--- src/rtl/mailbox_fifo_pkg.sv ---
// Shared constants for the OBI mailbox FIFO: register offsets (address bits
// [3:2]) and bit positions inside the STATUS word.
package mailbox_fifo_pkg;

  typedef logic [1:0] offs_t;

  localparam offs_t DATA_OFFS   = 2'b00;
  localparam offs_t STATUS_OFFS = 2'b01;

  localparam int EMPTY_BIT = 0;
  localparam int FULL_BIT  = 1;
  localparam int IRQ_BIT   = 2;
  localparam int COUNT_LSB = 8;

endpackage : mailbox_fifo_pkg

--- src/rtl/mailbox_fifo_core.sv ---
// Storage, pointers and occupancy count for the mailbox FIFO. The head word
// is presented combinationally on data_o so a pop can capture it at grant.
// Storage is deliberately not reset; only pointers and count are.
module mailbox_fifo_core #(
  parameter int DATA_WIDTH = 32,
  parameter int DEPTH      = 4,
  parameter int PW         = $clog2(DEPTH),
  parameter int CW         = $clog2(DEPTH + 1)
) (
  input  logic                  clk_i,
  input  logic                  rst_ni,
  input  logic                  push_i,
  input  logic                  pop_i,
  input  logic [DATA_WIDTH-1:0] data_i,
  output logic [DATA_WIDTH-1:0] data_o,
  output logic [CW-1:0]         count_o,
  output logic                  full_o,
  output logic                  empty_o
);

  logic [DATA_WIDTH-1:0] r_mem [DEPTH];
  logic [PW-1:0]         r_wrPtr;
  logic [PW-1:0]         r_rdPtr;
  logic [CW-1:0]         r_count;

  // Write the pushed word into the slot at the write pointer.
  always_ff @(posedge clk_i) begin
    if (push_i) begin
      r_mem[r_wrPtr] <= data_i;
    end
  end

  // Advance pointers independently; power-of-two depth makes them wrap.
  always_ff @(posedge clk_i or negedge rst_ni) begin
    if (!rst_ni) begin
      r_wrPtr <= '0;
      r_rdPtr <= '0;
    end else begin
      if (push_i) r_wrPtr <= r_wrPtr + PW'(1);
      if (pop_i)  r_rdPtr <= r_rdPtr + PW'(1);
    end
  end

  // Track occupancy; a simultaneous push and pop leaves it unchanged.
  always_ff @(posedge clk_i or negedge rst_ni) begin
    if (!rst_ni) begin
      r_count <= '0;
    end else if (push_i && !pop_i) begin
      r_count <= r_count + CW'(1);
    end else if (pop_i && !push_i) begin
      r_count <= r_count - CW'(1);
    end
  end

  assign data_o  = r_mem[r_rdPtr];
  assign count_o = r_count;
  assign full_o  = (r_count == CW'(DEPTH));
  assign empty_o = (r_count == '0);

endmodule : mailbox_fifo_core

--- src/rtl/obi_mailbox_fifo.sv ---
// OBI mailbox FIFO: the writer port pushes words, the reader port pops them.
// Offsets 0x0 DATA, 0x4 STATUS, 0x8/0xC read as zero. Grants are
// combinational; each grant yields one registered rvalid the next cycle.
// Optional feature: define MAILBOX_FIFO_IRQ_EN for a level not-empty irq.
module obi_mailbox_fifo
  import mailbox_fifo_pkg::*;
#(
  parameter int DATA_WIDTH = 32,
  parameter int ADDR_WIDTH = 32,
  parameter int DEPTH      = 4
) (
  input  logic                  clk_i,
  input  logic                  rst_ni,
  input  logic                  writer_req_i,
  output logic                  writer_gnt_o,
  output logic                  writer_rvalid_o,
  input  logic [ADDR_WIDTH-1:0] writer_addr_i,
  input  logic                  writer_we_i,
  input  logic [3:0]            writer_be_i,
  input  logic [DATA_WIDTH-1:0] writer_wdata_i,
  output logic [DATA_WIDTH-1:0] writer_rdata_o,
  input  logic                  reader_req_i,
  output logic                  reader_gnt_o,
  output logic                  reader_rvalid_o,
  input  logic [ADDR_WIDTH-1:0] reader_addr_i,
  input  logic                  reader_we_i,
  input  logic [3:0]            reader_be_i,
  input  logic [DATA_WIDTH-1:0] reader_wdata_i,
  output logic [DATA_WIDTH-1:0] reader_rdata_o,
  output logic                  full_o,
  output logic                  empty_o,
  output logic                  irq_o
);

  localparam int CW = $clog2(DEPTH + 1);

  offs_t                 w_wrOffs;
  offs_t                 w_rdOffs;
  logic                  w_wrPushReq;
  logic                  w_rdPopReq;
  logic                  w_wrGnt;
  logic                  w_rdGnt;
  logic                  w_push;
  logic                  w_pop;
  logic                  w_full;
  logic                  w_empty;
  logic                  w_irqBit;
  logic [CW-1:0]         w_count;
  logic [DATA_WIDTH-1:0] w_headData;
  logic [DATA_WIDTH-1:0] w_beMask;
  logic [DATA_WIDTH-1:0] w_pushData;
  logic [DATA_WIDTH-1:0] w_statusWord;
  logic [DATA_WIDTH-1:0] w_wrRespData;
  logic [DATA_WIDTH-1:0] w_rdRespData;
  logic                  w_unused;

  logic                  r_wrRvalid;
  logic                  r_rdRvalid;
  logic [DATA_WIDTH-1:0] r_wrRdata;
  logic [DATA_WIDTH-1:0] r_rdRdata;

  assign w_wrOffs = writer_addr_i[3:2];
  assign w_rdOffs = reader_addr_i[3:2];

  // Only DATA pushes and DATA pops can stall; everything else is granted.
  assign w_wrPushReq = writer_req_i && writer_we_i && (w_wrOffs == DATA_OFFS);
  assign w_rdPopReq  = reader_req_i && !reader_we_i && (w_rdOffs == DATA_OFFS);
  assign w_wrGnt     = rst_ni && writer_req_i && !(w_wrPushReq && w_full);
  assign w_rdGnt     = rst_ni && reader_req_i && !(w_rdPopReq && w_empty);
  assign w_push      = w_wrGnt && w_wrPushReq;
  assign w_pop       = w_rdGnt && w_rdPopReq;

  // Disabled byte lanes are stored as zero.
  for (genvar gi = 0; gi < DATA_WIDTH; gi++) begin : g_beMask
    assign w_beMask[gi] = writer_be_i[(gi / 8) % 4];
  end
  assign w_pushData = writer_wdata_i & w_beMask;

  mailbox_fifo_core #(
    .DATA_WIDTH (DATA_WIDTH),
    .DEPTH      (DEPTH)
  ) u_core (
    .clk_i   (clk_i),
    .rst_ni  (rst_ni),
    .push_i  (w_push),
    .pop_i   (w_pop),
    .data_i  (w_pushData),
    .data_o  (w_headData),
    .count_o (w_count),
    .full_o  (w_full),
    .empty_o (w_empty)
  );

`ifdef MAILBOX_FIFO_IRQ_EN
  logic r_irq;

  // Level interrupt following count != 0 with one cycle of latency.
  always_ff @(posedge clk_i or negedge rst_ni) begin
    if (!rst_ni) begin
      r_irq <= 1'b0;
    end else begin
      r_irq <= (w_count != '0);
    end
  end

  assign w_irqBit = r_irq;
`else
  assign w_irqBit = 1'b0;
`endif

  // Assemble STATUS from the pre-update count of the grant cycle.
  always_comb begin
    w_statusWord                     = '0;
    w_statusWord[EMPTY_BIT]          = w_empty;
    w_statusWord[FULL_BIT]           = w_full;
    w_statusWord[IRQ_BIT]            = w_irqBit;
    w_statusWord[COUNT_LSB +: CW]    = w_count;
  end

  // Select the response word each port returns for the access being granted.
  always_comb begin
    w_wrRespData = '0;
    w_rdRespData = '0;
    if (!writer_we_i && (w_wrOffs == STATUS_OFFS)) begin
      w_wrRespData = w_statusWord;
    end
    if (w_pop) begin
      w_rdRespData = w_headData;
    end else if (!reader_we_i && (w_rdOffs == STATUS_OFFS)) begin
      w_rdRespData = w_statusWord;
    end
  end

  // Writer response: rvalid mirrors last cycle's grant, rdata zero otherwise.
  always_ff @(posedge clk_i or negedge rst_ni) begin
    if (!rst_ni) begin
      r_wrRvalid <= 1'b0;
      r_wrRdata  <= '0;
    end else begin
      r_wrRvalid <= w_wrGnt;
      r_wrRdata  <= w_wrGnt ? w_wrRespData : '0;
    end
  end

  // Reader response: pop data is captured here at grant time.
  always_ff @(posedge clk_i or negedge rst_ni) begin
    if (!rst_ni) begin
      r_rdRvalid <= 1'b0;
      r_rdRdata  <= '0;
    end else begin
      r_rdRvalid <= w_rdGnt;
      r_rdRdata  <= w_rdGnt ? w_rdRespData : '0;
    end
  end

  assign writer_gnt_o    = w_wrGnt;
  assign reader_gnt_o    = w_rdGnt;
  assign writer_rvalid_o = r_wrRvalid;
  assign reader_rvalid_o = r_rdRvalid;
  assign writer_rdata_o  = r_wrRdata;
  assign reader_rdata_o  = r_rdRdata;
  assign full_o          = w_full;
  assign empty_o         = w_empty;
  assign irq_o           = w_irqBit;

  assign w_unused = ^{writer_addr_i[ADDR_WIDTH-1:4], writer_addr_i[1:0],
                      reader_addr_i[ADDR_WIDTH-1:4], reader_addr_i[1:0],
                      reader_be_i, reader_wdata_i};

endmodule : obi_mailbox_fifo

--- config.mk ---
export PLATFORM = sky130hd
export DESIGN_NAME = obi_mailbox_fifo
export DESIGN_NICKNAME = d
export VERILOG_FILES = /design/src/rtl/mailbox_fifo_pkg.sv /design/src/rtl/mailbox_fifo_core.sv /design/src/rtl/obi_mailbox_fifo.sv
export SDC_FILE = /design/constraint.sdc
export NUM_CORES = 1
export LEC_CHECK = 0
export CORE_MARGIN = 4
export CORE_UTILIZATION = 47
export CTS_CLUSTER_DIAMETER = 40
export CTS_CLUSTER_SIZE = 30
export DETAILED_ROUTE_END_ITERATION = 7
export PLACE_DENSITY = 0.8
export SLEW_MARGIN = 5
export SYNTH_ARGS = -nofsm -noshare
export SYNTH_HDL_FRONTEND = slang
export SYNTH_HIERARCHICAL = 1
export SYNTH_SLANG_ARGS = --single-unit
--- constraint.sdc ---
create_clock -name clk_i -period 3 [get_ports clk_i]
set_input_delay 0.45 -clock clk_i [delete_from_list [all_inputs] [get_ports clk_i]]
set_output_delay 0.45 -clock clk_i [all_outputs]
set_load 0.01 [all_outputs]
; ---- Word-level counts from Yosys, hierarchy flattened
; Memories as Yosys holds them, arrays and structs flattened.
; Cells that the tools add are included.
; W data, S select, Z words.
[totals]
regBits = 52
inputBits = 142
ramBits = 128
wordCells = 51
memories = 1
output_inout_bits = 71
[memory_table]
columns = name, words, word_bits, rd, rd_clocked_by_memory_dff, write_ports, line_no
row1 = u_core.r_mem, 4, 32, 1, 0, 1, mailbox_fifo_core.sv:21  ; logic [DATA_WIDTH-1:0] r_mem [DEPTH];
[op_classes]
n_eq_ne = 3
muxes = 9
n_reduce_logical = 26
n_addsub = 4
bitwise = 1
[op_table]
columns = cell, count
row1 = $mux W32, 2
row2 = $mux W11, 3
row3 = $and A32 B32 Y32, 1
row4 = $logic_and A1 B1 Y1, 16
row5 = $logic_not A1 Y1, 6
row6 = $mux W3, 2
row7 = $add A2 B1 Y2 const B, 2
row8 = $eq A2 B1 Y1 const B, 2
row9 = $logic_not A2 Y1, 2
row10 = $add A3 B1 Y3 const B, 1
row11 = $eq A3 B3 Y1 const B, 1
row12 = $logic_not A3 Y1, 1
row13 = $sub A3 B1 Y3 const B, 1
row14 = $mux W1, 2
row15 = $reduce_bool A2 Y1, 1

; ---- Logic depth before layout (Yosys ltp)
[depth]
depth_word = 10
ltp_mapped = 11
mapped_depth_nobuf = 10

; ---- Modules after synthesis
; The synthesis kept the hierarchy.
[by_module_without_submodules]
columns = module, instances, seq_area_each_um2, cells_each, area_per_inst_um2
row1 = mailbox_fifo_core, 1, 4018.9, 202, 5059.9
row2 = obi_mailbox_fifo, 1, 975.9, 192, 1974.4

; ---- Worst setup path after synthesis
; OpenSTA, ideal clock, no wires.
[synth_path]
kind = register to register
start = reg u_core.r_count[0], in the netlist u_core/count_o[0]
end = reg u_core.r_count[2], in the netlist u_core/count_o[2]
required_ps = 2921
period_less_slack_ps = 2874
setup_slack_ps = 126
n_path_buf = 1
setup_ps = 79
path_stages_with_launch = 12
arrival_time_ps = 2795
cell_sequence = dfrtp_1 > nor3_1 > nand3b_1 > buf_4 > nor2_1 > inv_1 > ha_1 > inv_1 > fa_1 > xor2_1 > nor2_1 > xor2_1
[synth_via]
elab_chain_len = 8
elab_cells_between_ends = 19
cone_classes = add/sub (2) / eq/ne (1) / mux (2) / reduce/logical (14)
[synth_rtl]
columns = item, line_no
row1 = start: declaration, mailbox_fifo_core.sv:24  ; logic [CW-1:0] r_count;
row2 = start signal: assignment, mailbox_fifo_core.sv:49  ; r_count <= r_count + CW'(1);
row3 = start signal: assignment, mailbox_fifo_core.sv:51  ; r_count <= r_count - CW'(1);
row4 = $logic_not A3 Y1 *, mailbox_fifo_core.sv:58  ; assign empty_o = (r_count == '0);
row5 = net empty_o, obi_mailbox_fifo.sv:31  ; output logic empty_o,
row6 = $logic_and A1 B1 Y1 *, obi_mailbox_fifo.sv:69  ; assign w_rdGnt = rst_ni && reader_req_i && !(w_rdPopReq && w_empty);
row7 = $logic_not A1 Y1 *, obi_mailbox_fifo.sv:69
row8 = $logic_and A1 B1 Y1 *, obi_mailbox_fifo.sv:69
row9 = $logic_and A1 B1 Y1 *, obi_mailbox_fifo.sv:71  ; assign w_pop = w_rdGnt && w_rdPopReq;
row10 = net w_pop, obi_mailbox_fifo.sv:44  ; logic w_pop;
row11 = $logic_not A1 Y1, mailbox_fifo_core.sv:48  ; end else if (push_i && !pop_i) begin
row12 = $logic_and A1 B1 Y1, mailbox_fifo_core.sv:48
row13 = $mux W3 or $reduce_bool A2 Y1 (tied branches), --
; Mark *: on every way through the listed nets, which the timed path passes. The rest lies on a longest branch. The select of a mux whose other input is x is not followed.
; A chain may end at the register's enable or synchronous reset.

; ---- Worst setup path in the final report
[layout_path]
start = reg u_core.r_count[0], in the netlist u_core/count_o[0]
end = out writer_gnt_o
[layout_via]
elab_chain_len = 4
[layout_rtl]
columns = item, line_no
row1 = $eq A3 B3 Y1, mailbox_fifo_core.sv:57  ; assign full_o = (r_count == CW'(DEPTH));
row2 = $logic_and A1 B1 Y1, obi_mailbox_fifo.sv:68  ; assign w_wrGnt = rst_ni && writer_req_i && !(w_wrPushReq && w_full);
row3 = $logic_not A1 Y1, obi_mailbox_fifo.sv:68
row4 = $logic_and A1 B1 Y1, obi_mailbox_fifo.sv:68
row5 = end: declaration, obi_mailbox_fifo.sv:15  ; output logic writer_gnt_o,
; Every way passes these cells.

==> impl_metrics.ini <==
[clock_tree]
cts.sinks = 174
post_cts_resized = 0
htreeDepth = 4
cts_tree = built
cts_buffer_depth = 2
root_buffer = clkbuf_16
clock_latency_ps = 420
cts_made_buffers = 17
cts_hold_buffers = 0
clk_pin_slew_worst_paths_ps = 60
post_cts_buffers = 0

[grt]
grt_max_degree = 30
antenna_found_initial = 1
grt_pass1_vias = 3756
grt_overflow_total = 0
grt_pass1_wl_microns = 20500
grt_usage = 0.166

[synthesis]
yosysSeqAreaShare = 0.710
synth.area.top_cells = edfxtp_1 55%, dfrtp_1 16%, mux4_2 9.0%, and2_1 3.2%, buf_4 3.2%
post-synth-top-count-cell = edfxtp_1
synth_common_cells = 128 x edfxtp_1, 46 x dfrtp_1, 36 x and2_1
dominantRegCellSynth = edfxtp_1
synth_top_area_frac = 0.546
ys_ff_latch = 174
yosys.area.top_type = edfxtp_1
synth_cell_types = 32
postSynthCellCount = 394
avgSynthCellArea_sq_um = 17.9
synth_edf_count = 128
synthArstFlopShare = 0.264
synth_area_sq_um = 7030
yosysWarningCount = 6

[cells_and_area]
final_area_sq_um = 8790
fin_cells = 703
final_nets = 654
n_antenna_cell = 0
drive_gt1_frac = 0.206
synthToLayoutAreaGrowth_pct = 24.9

[detailed_routing]
detailedRoute.firstIterationViolations = 203
dr.pass1.iters = 4
via_count = 3573
ant_nets = 0
drc = 0
wl_per_cell_microns = 18.3
avgViaCountPerCell = 5.08
routed_wl_microns = 12900

[pwr]
ir_drop_mv = 0.497
p_per_area_nw_per_um2 = 723
leakage_uw = 0.00326

[timing]
slew_violations = 0
finalCriticalPeriod_ps = 2610
skew_ps = 9.30
worst_pin_slew_ps = 755
setup_viol = 0
hold_viol = 0
slew_headroom = 0.490
rsz0062_at_grt = false
timing.final.crit_share = 0.870
fmax_mhz = 383
tns_ps = 0

[die]
core_area_sq_um = 14600
die_h_microns = 130
placementRows = 44
die_area_sq_um = 17000
ios = 213
initial_core_util = 0.482
die_w_microns = 130

[place]
place_area_sq_um = 8120
routabilityCongestion = 0.750
io_buffers = 88
hpwl_microns = 8660
dp_cells = 671

[critical_path]
path_class = flop to output pin
end_kind = output pin
critPathMaxFanout = 6
required_ps = 2550
reg2reg_depth = 8
start_kind = flop
arrival_ps = 2160

[run]
cap_viol_max_count = 0

[min_path]
min_path_type = input port to async pin

[status]
outcome = finished, final reports clean
-- kinds of logic after synthesis --
kind of cell	Yosys count	synth area share
xor gates and xnor gates	6	0.00747
adders and majority gates	6	0.0117
buffers and inverters	73	0.0667
muxes	33	0.106
DFF	174	0.710
and+or+nand+nor	93	0.0914
other	1	0.000533
AOI/OAI and AO/OA	8	0.00587
-- state kept, by name, indices dropped and copies added (netlist names) --
signal	count
reader_rvalid_o	1
u_core/r_rdPtr	2
writer_rdata_o	5
u_core/r_mem	128
u_core/r_wrPtr	2
reader_rdata_o	32
writer_rvalid_o	1
u_core/count_o	3
-- where the power goes --
part	switching (uW)	internal [uW]
clock network	881	1560
logic	476	604
registers	157	2670
-- metrics by stage --
stage          setup slack (ps)  hold WS (ps)  total power (uW)  utilization
2_1_floorplan               126           154              3750            -
3_3_place_gp               43.0           509              3940        0.557
3_5_place_dp               19.5           529              3990        0.557
4_1_cts                     372          72.8              6420        0.602
5_1_grt                     182          84.4              6630        0.602
6_report                    391          77.6              6350        0.602
-- metal layers --
metal,vias up,global-route usage,wire (microns)
met2,123,0.277,6710
li1,1627,-,-
met4,2,0.0659,105
met1,1807,0.209,5250
met5,-,0,11
met3,14,0.0442,791
-- layout by cell type, fill, tap and decap left out, types with 2 or more instances in the layout --
| cell | n |
|---|---|
| edfxtp_1 | 128 |
| clkdlybuf4s50_1 | 87 |
| dfrtp_1 | 45 |
| and2_1 | 32 |
| inv_1 | 31 |
| conb_1 | 28 |
| mux4_2 | 28 |
| nor3_2 | 19 |
| clkbuf_16 | 17 |
| buf_4 | 14 |
| nor3_1 | 10 |
| nand2_1 | 9 |
| a21oi_1 | 6 |
| nor3b_1 | 6 |
| bufinv_16 | 6 |
| buf_12 | 6 |
| ha_1 | 5 |
| or3b_1 | 4 |
| mux4_1 | 4 |
| and2_2 | 4 |
| xor2_1 | 4 |
| nor2_1 | 3 |
| clkinv_2 | 3 |
| inv_6 | 2 |
| clkinv_4 | 2 |
| xnor2_1 | 2 |
-- area by class of cell --
class	count	area (sq um)
Timing Repair Buffer	108	1100
Multi-Input combinational cell	174	1680
Inverter	31	116
Clock inverter	15	241
Clock buffer	17	425
Tap cell	184	230
Sequential cell	174	5000
Fill cell	1088	5800
-- critical path, stage by stage (launching register included) --
cell	delay, ps
dfrtp_1	460
nor3b_1	560
a31oi_1	200
clkdlybuf4s50_1	530
-- final timing paths --
path,from,to,slack (ps)
max in group asynchronous,rst_ni,u_core/r_rdPtr[0],2560
worst max-delay path,u_core/count_o[0],writer_gnt_o,390
worst max register to register,u_core/count_o[2],u_core/count_o[2],400
worst min register to register,u_core/count_o[2],u_core/count_o[2],560
worst min-delay path,rst_ni,reader_rdata_o[31],80
min in group clk_i,rst_ni,writer_rvalid_o,370
(Power assumes the default switching activity.)
